**src/rtl/keypad_pkg.sv**
```systemverilog
// Shared types, key map and small combinational helpers for the keypad
// scanner and its neighbours.
package keypad_pkg;

  typedef enum logic [0:0] {
    SCAN = 1'b0,
    HOLD = 1'b1
  } scan_state_t;

  localparam logic [3:0] ROW_INIT = 4'b1110;

  // Indexed [row][col]; star reads as E, hash as F.
  localparam logic [3:0] KEYMAP [4][4] = '{
    '{4'h1, 4'h2, 4'h3, 4'hA},
    '{4'h4, 4'h5, 4'h6, 4'hB},
    '{4'h7, 4'h8, 4'h9, 4'hC},
    '{4'hE, 4'h0, 4'hF, 4'hD}
  };

  function automatic logic [3:0] row_drive(input logic [1:0] idx);
    return ~(4'b0001 << idx);
  endfunction

  function automatic logic [1:0] lowest_low_col(input logic [3:0] c);
    logic [1:0] idx;
    idx = 2'd0;
    for (int i = 3; i >= 0; i--) begin
      if (!c[i]) idx = 2'(i);
    end
    return idx;
  endfunction

  // True when two or more lines are low: clearing the lowest set bit of
  // the inverted vector leaves something behind.
  function automatic logic multi_low(input logic [3:0] c);
    logic [3:0] z;
    z = ~c;
    return (z & (z - 4'd1)) != 4'd0;
  endfunction

endpackage

```
**src/rtl/keypad_scanner_if.sv**
```systemverilog
// Keypad matrix lines plus the decoded key outputs handed to the debouncer.
interface keypad_scanner_if;
  logic [3:0] cols;
  logic [3:0] rows;
  logic [3:0] key_code;
  logic       key_pressed;
  logic       multi_key;

  modport master (input cols, output rows, output key_code, output key_pressed, output multi_key);
  modport slave  (output cols, input rows, input key_code, input key_pressed, input multi_key);
endinterface

```
**src/rtl/sync_ff.sv**
```systemverilog
// N-stage flip-flop synchronizer for asynchronous inputs, with a
// configurable reset value.
module sync_ff #(
  parameter int                WIDTH     = 1,
  parameter int                STAGES    = 2,
  parameter logic [WIDTH-1:0]  RESET_VAL = {WIDTH{1'b0}}
) (
  input  logic             clk,
  input  logic             rst_n,
  input  logic [WIDTH-1:0] d,
  output logic [WIDTH-1:0] q
);

  logic [WIDTH-1:0] stage_r [STAGES];

  // shift chain; stage 0 is the only flop that sees the asynchronous input
  always_ff @(posedge clk or negedge rst_n) begin
    if (!rst_n) begin
      for (int i = 0; i < STAGES; i++) stage_r[i] <= RESET_VAL;
    end else begin
      stage_r[0] <= d;
      for (int i = 1; i < STAGES; i++) stage_r[i] <= stage_r[i-1];
    end
  end

  assign q = stage_r[STAGES-1];

endmodule

```
**src/rtl/keypad_scanner.sv**
```systemverilog
// 4x4 matrix keypad scanner: walks an active-low row, samples synchronized
// columns once per dwell and holds the detected key until its column opens.
module keypad_scanner
  import keypad_pkg::*;
#(
  parameter int SCAN_DIV    = 48000,
  parameter int SYNC_STAGES = 2
) (
  input  logic              clk,
  input  logic              reset,
  keypad_scanner_if.master  kp
);

  localparam int DIV_W = $clog2(SCAN_DIV);

  scan_state_t      state_r, state_n;
  logic [1:0]       row_idx_r, row_idx_n;
  logic [DIV_W-1:0] div_r, div_n;
  logic [1:0]       held_col_r, held_col_n;
  logic [3:0]       key_code_r, key_code_n;
  logic             multi_key_r, multi_key_n;
  logic             key_pressed_r;
  logic [3:0]       rows_r;
  logic [3:0]       cols_s;
  logic             sample_s;
  logic [1:0]       low_col_s;

  sync_ff #(
    .WIDTH    (4),
    .STAGES   (SYNC_STAGES),
    .RESET_VAL(4'b1111)
  ) u_col_sync (
    .clk  (clk),
    .rst_n(reset),
    .d    (kp.cols),
    .q    (cols_s)
  );

  assign sample_s  = (div_r == DIV_W'(SCAN_DIV - 1));
  assign low_col_s = lowest_low_col(cols_s);

  // state and datapath registers; rows and status flags follow next-state values
  always_ff @(posedge clk or negedge reset) begin
    if (!reset) begin
      state_r       <= SCAN;
      row_idx_r     <= 2'd0;
      div_r         <= {DIV_W{1'b0}};
      held_col_r    <= 2'd0;
      key_code_r    <= 4'h0;
      multi_key_r   <= 1'b0;
      key_pressed_r <= 1'b0;
      rows_r        <= ROW_INIT;
    end else begin
      state_r       <= state_n;
      row_idx_r     <= row_idx_n;
      div_r         <= div_n;
      held_col_r    <= held_col_n;
      key_code_r    <= key_code_n;
      multi_key_r   <= multi_key_n;
      key_pressed_r <= (state_n == HOLD);
      rows_r        <= row_drive(row_idx_n);
    end
  end

  // next state: a low column at the dwell sample enters HOLD, the held column opening leaves it
  always_comb begin
    state_n = state_r;
    case (state_r)
      SCAN: begin
        if (sample_s && (cols_s != 4'b1111)) state_n = HOLD;
        else                                 state_n = SCAN;
      end
      HOLD: begin
        if (cols_s[held_col_r]) state_n = SCAN;
        else                    state_n = HOLD;
      end
      default: state_n = SCAN;
    endcase
  end

  // datapath next values: divider, row index and latched key information
  always_comb begin
    row_idx_n   = row_idx_r;
    div_n       = div_r;
    held_col_n  = held_col_r;
    key_code_n  = key_code_r;
    multi_key_n = multi_key_r;
    case (state_r)
      SCAN: begin
        multi_key_n = 1'b0;
        if (!sample_s) begin
          div_n = div_r + DIV_W'(1);
        end else begin
          div_n = {DIV_W{1'b0}};
          if (cols_s == 4'b1111) begin
            row_idx_n = row_idx_r + 2'd1;
          end else begin
            held_col_n  = low_col_s;
            key_code_n  = KEYMAP[row_idx_r][low_col_s];
            multi_key_n = multi_low(cols_s);
          end
        end
      end
      HOLD: begin
        div_n = {DIV_W{1'b0}};
        if (cols_s[held_col_r]) begin
          row_idx_n   = row_idx_r + 2'd1;
          multi_key_n = 1'b0;
        end else begin
          multi_key_n = multi_key_r;
        end
      end
      default: begin
        row_idx_n   = 2'd0;
        div_n       = {DIV_W{1'b0}};
        multi_key_n = 1'b0;
      end
    endcase
  end

  assign kp.rows        = rows_r;
  assign kp.key_code    = key_code_r;
  assign kp.key_pressed = key_pressed_r;
  assign kp.multi_key   = multi_key_r;

endmodule

```
**src/flat_wrapper.sv**
```systemverilog
// flat-port wrapper written by rule: the top's interface ports become plain ports
module keypad_scanner_flat import keypad_pkg::*;
#(
  parameter int SCAN_DIV    = 48000,
  parameter int SYNC_STAGES = 2
)
  (clk, reset, kp_cols, kp_rows, kp_key_code, kp_key_pressed, kp_multi_key);
  keypad_scanner_if kp_i ();
  input  logic clk;
  input  logic reset;
  input wire logic [$bits(kp_i.cols)-1:0] kp_cols;
  output wire logic [$bits(kp_i.rows)-1:0] kp_rows;
  output wire logic [$bits(kp_i.key_code)-1:0] kp_key_code;
  output wire logic [$bits(kp_i.key_pressed)-1:0] kp_key_pressed;
  output wire logic [$bits(kp_i.multi_key)-1:0] kp_multi_key;
  assign kp_i.cols = kp_cols;
  assign kp_rows = kp_i.rows;
  assign kp_key_code = kp_i.key_code;
  assign kp_key_pressed = kp_i.key_pressed;
  assign kp_multi_key = kp_i.multi_key;
  keypad_scanner #(.SCAN_DIV(SCAN_DIV), .SYNC_STAGES(SYNC_STAGES)) u_core (.clk(clk), .reset(reset), .kp(kp_i));
endmodule
```
**config.mk**
```make
export PLATFORM = sky130hd
export DESIGN_NAME = keypad_scanner_flat
export DESIGN_NICKNAME = d
export VERILOG_FILES = /design/src/rtl/keypad_pkg.sv /design/src/rtl/keypad_scanner_if.sv /design/src/rtl/sync_ff.sv /design/src/rtl/keypad_scanner.sv /design/src/flat_wrapper.sv
export SDC_FILE = /design/constraint.sdc
export NUM_CORES = 1
export LEC_CHECK = 0
export ABC_AREA = 1
export CAP_MARGIN = 20
export CELL_PAD_IN_SITES_DETAIL_PLACEMENT = 1
export CELL_PAD_IN_SITES_GLOBAL_PLACEMENT = 1
export CORE_MARGIN = 8
export CORE_UTILIZATION = 46
export CTS_CLUSTER_DIAMETER = 50
export DETAILED_ROUTE_END_ITERATION = 10
export PLACE_DENSITY = 0.95
export SYNTH_ARGS = -nofsm -noshare
export SYNTH_HDL_FRONTEND = slang
export SYNTH_SLANG_ARGS = --single-unit
```
**constraint.sdc**
```tcl
create_clock -name clk -period 2.5 [get_ports clk]
set_input_delay 0.375 -clock clk [delete_from_list [all_inputs] [get_ports clk]]
set_output_delay 0.375 -clock clk [all_outputs]
set_load 0.05 [all_outputs]
```
==> flow_metrics.env <==
export IMPL_ys_seq_area_share_pct=48.8
export IMPL_crit_chain="clkdlybuf4s50_1"
export IMPL_cts_buffer_depth=2
export IMPL_worstPathArrival_ns=1.78
export IMPL_timing_rr_start="u_core.row_idx_r[1]"
export IMPL_p_switching_mw=0.268
export IMPL_critical_path_buf_inv_count=1
export IMPL_synth_flop_cell="dfrtp_1"
export IMPL_clk_pin_slew_ns=0.08
export IMPL_p_clk_share_pct=49.3
export IMPL_numPortBuffers=15
export IMPL_post_cts_resized=0
export IMPL_n_antenna_cell=0
export IMPL_crit_type="register to primary output"
export IMPL_synth_xor_area_share_pct=2.66
export IMPL_fillers=507
export IMPL_ioPinCount=16
export IMPL_cpLargestDelayFamily="buffers and inverters"
export IMPL_period_needed_ns=2.15
export IMPL_core_rowCount=24
export IMPL_core_area_sq_um=4230
export IMPL_setup_viol=0
export IMPL_p_int_mw=1.07
export IMPL_synth_common_cells="nand2_1 (63), dfrtp_1 (27), inv_1 (27)"
export IMPL_fin_skew_ns=0.00831
export IMPL_ys_warn_count=0
export IMPL_cp_depth=1
export IMPL_synth_compound_area_share_pct=7.98
export IMPL_comb_power_share_pct=3.3
export IMPL_grt_pass1_vias=1833
export IMPL_die_h_um=81.5
export IMPL_antenna_left=0
export IMPL_synth_seq_cells=38
export IMPL_synthMostInstantiatedCell="nand2_1"
export IMPL_grt_use_total_pct=17.6
export IMPL_drv_cap=0
export IMPL_placedInstanceArea_sq_um=2170
export IMPL_irDropWorstVdd_mv=0.405
export IMPL_final_area_sq_um=2310
export IMPL_synthAdderAreaFrac_pct=4.43
export IMPL_switching_share_pct=20.1
export IMPL_htreeDepth=2
export IMPL_synth_area_top_cells="dfrtp_1 (34%), dfstp_2 (15%), nand2_1 (12%)"
export IMPL_rr_worst_depth=10
export IMPL_r2r_slack_ns=0.64
export IMPL_area_delta_synth_final_pct=16.9
export IMPL_fin_crit_sh_pct=86.0
export IMPL_detail_route_iter0_violations=110
export IMPL_maxSlewViolCount=0
export IMPL_synth_simple_area_share_pct=29.4
export IMPL_async_flop_share_pct=100
export IMPL_grt_overflow_total=0
export IMPL_via_count=1677
export IMPL_multi_input_area_sq_um=880
export IMPL_final_setup_tns_ns=0
export IMPL_critPathCapture="kp_key_pressed"
export IMPL_synth_top_area_share_pct=34.2
export IMPL_drcViolationCount=0
export IMPL_wl_met3_um=173
export IMPL_cp_start_kind="register"
export IMPL_hold_ws_ns=0.181
export IMPL_r2r_end="u_core.kp.rows[0]"
export IMPL_top_layer="met4"
export IMPL_wl_per_cell_um=16.9
export IMPL_clkSinkCount=38
export IMPL_crit_path_start="u_core.state_r"
export IMPL_cp_required_ns=2.12
export IMPL_firstDrtPassIters=4
export IMPL_fin_ws_ns=0.349
export IMPL_cts_tree="done"
export IMPL_yosysUniqueCellTypes=27
export IMPL_cts_root_buf="clkbuf_8"
export IMPL_viasPerCell=5.41
export IMPL_postCtsSetupRepairBufs=0
export IMPL_p_leak_nw=1.11
export IMPL_status="finished clean"
export IMPL_wl_met1_um=2090
export IMPL_fmax_mhz=465
export IMPL_cts_hold_buf=0
export IMPL_powerDensity_nw_per_um2=577
export IMPL_grt_pass1_wl_um=8800
export IMPL_synthMuxAreaShare_pct=0
export IMPL_final_layout_size_suffix_gt1_share_pct=17.1
export IMPL_start_util_pct=46.7
export IMPL_rsz0062_at_grt="false"
export IMPL_dieWidth_um=81.5
export IMPL_tightest_slew_ns=0.867
export IMPL_antenna_found_initial=0
export IMPL_dp_slack_ns=0.703
export IMPL_synth_nets=250
export IMPL_end_kind="primary output"
export IMPL_syn_avg_cell_area_sq_um=8.34
export IMPL_pwr_share_seq_pct=47.4
export IMPL_nNetsFinal=270
export IMPL_slew_limit_headroom_pct=42.2
export IMPL_cp_max_fo=10
export IMPL_synth_edff_count=0
export IMPL_syn_area_sq_um=1980
export IMPL_total_power_mw=1.33
export IMPL_hpwl_um=3670
export IMPL_hold_violations=0
export IMPL_clk_latency_ns=0.30
export IMPL_cts_made_buffers=5
export IMPL_gp_congestion=0.786
export IMPL_seq_area_sq_um=965
export IMPL_hold_path_class="primary input to asynchronous set/reset pin"
export IMPL_grt_max_degree=39
export IMPL_dr_wl_met2_um=2740
export IMPL_drt_total_wl_um=5230
export IMPL_syn_inst=237
export IMPL_slowest_stage="clkdlybuf4s50_1"
export IMPL_synth_top_family_by_area="simple AND/OR/NAND/NOR gates"
export IMPL_critPathMaxStageDelay_ns=0.89
export IMPL_fp_dieArea_sq_um=6650
export IMPL_synth_area_leader_cell="dfrtp_1"
==> worst min path at each step <==
stage,start,end,cells after the start
6_report,reset,u_core.held_col_r[0],1
5_1_grt,reset,u_core.held_col_r[0],1
4_1_cts,reset,u_core.kp.key_code[2],1
3_5_place_dp,u_core.u_col_sync.stage_r[4],u_core.u_col_sync.q[0],0
3_3_place_gp,u_core.u_col_sync.stage_r[7],u_core.u_col_sync.q[3],0
2_1_floorplan,reset,u_core.div_r[0],0
==> kinds of logic after synthesis <==
logic type / after synthesis
adders and majority gates: 7
buffers and inverters: 32
AOI/OAI and AO/OA: 26
and+or+nand+nor: 128
xor gates and xnor gates: 6
DFF: 38
==> layer usage <==
| metal | track usage [%] | vias up |
|---|---|---|
| met5 | 0 | - |
| met4 | 10.5 | 0 |
| met3 | 4.27 | 20 |
| met2 | 30.6 | 33 |
| met1 | 19.0 | 839 |
| li1 | - | 785 |
==> cell type report <==
| class | instances | area share, % |
|---|---|---|
| inverter | 30 | 4.88 |
| timing repair buffer | 15 | 6.28 |
| tap | 52 | 2.82 |
| clock buffer | 6 | 3.58 |
| multi-input combinational | 167 | 38.1 |
| sequential | 38 | 41.8 |
| clock inverter | 2 | 2.60 |
==> flip-flops by register name (all words and copies together) (netlist names) <==
name and cells:
u_core.div_r 16, u_core.held_col_r 2, u_core.kp.key_code 4, u_core.kp.multi_key 1, u_core.kp.rows 4, u_core.row_idx_r 2
u_core.state_r 1, u_core.u_col_sync.q 4, u_core.u_col_sync.stage_r 4
==> power groups by stage <==
stage	clock [mW]	sequential [mW]	combinational [mW]
detailed placement	0	0.643	0.0441
global route	0.699	0.633	0.0491
finish	0.658	0.632	0.0438
floorplan	0	0.641	0.0189
CTS	0.670	0.632	0.0445
global placement	0	0.642	0.0405
==> worst register-to-register path, delay by kind of cell (launching register included) <==
| kind | cells | cell delay (ns) |
|---|---|---|
| flops | 1 | 0.56 |
| simple gates | 6 | 0.47 |
| fa+ha+maj | 1 | 0.33 |
| buf+inv | 2 | 0.30 |
| compound gates | 1 | 0.09 |
==> through the flow <==
step,utilization [%],instances
after floorplan,-,237
after global placement,51.2,302
after detailed placement,51.2,302
after CTS,54.6,310
after global routing,54.6,310
final,54.6,310
==> cells in the final DEF (no fill, tap or decap), types with 2 or more instances in the layout <==
master | netlist | routed
nor2_1 | 25 | 25
a21oi_1 | 6 | 6
nand2_1 | 63 | 63
o21ai_0 | 10 | 10
nor3_1 | 4 | 4
nand2_2 | 7 | 7
clkbuf_8 | 1 | 6
inv_1 | 27 | 27
nand3_1 | 17 | 17
clkdlybuf4s50_1 | 0 | 14
xor2_1 | 4 | 4
nand3_2 | 2 | 2
dfstp_2 | 11 | 11
nand2_4 | 2 | 2
ha_1 | 7 | 7
xnor2_1 | 2 | 2
dfrtp_1 | 27 | 27
inv_2 | 3 | 3
o211ai_1 | 4 | 4
nor2_2 | 6 | 6
a21oi_2 | 2 | 2
bufinv_16 | 0 | 2
Note: power is estimated with default switching activity, not from simulation.
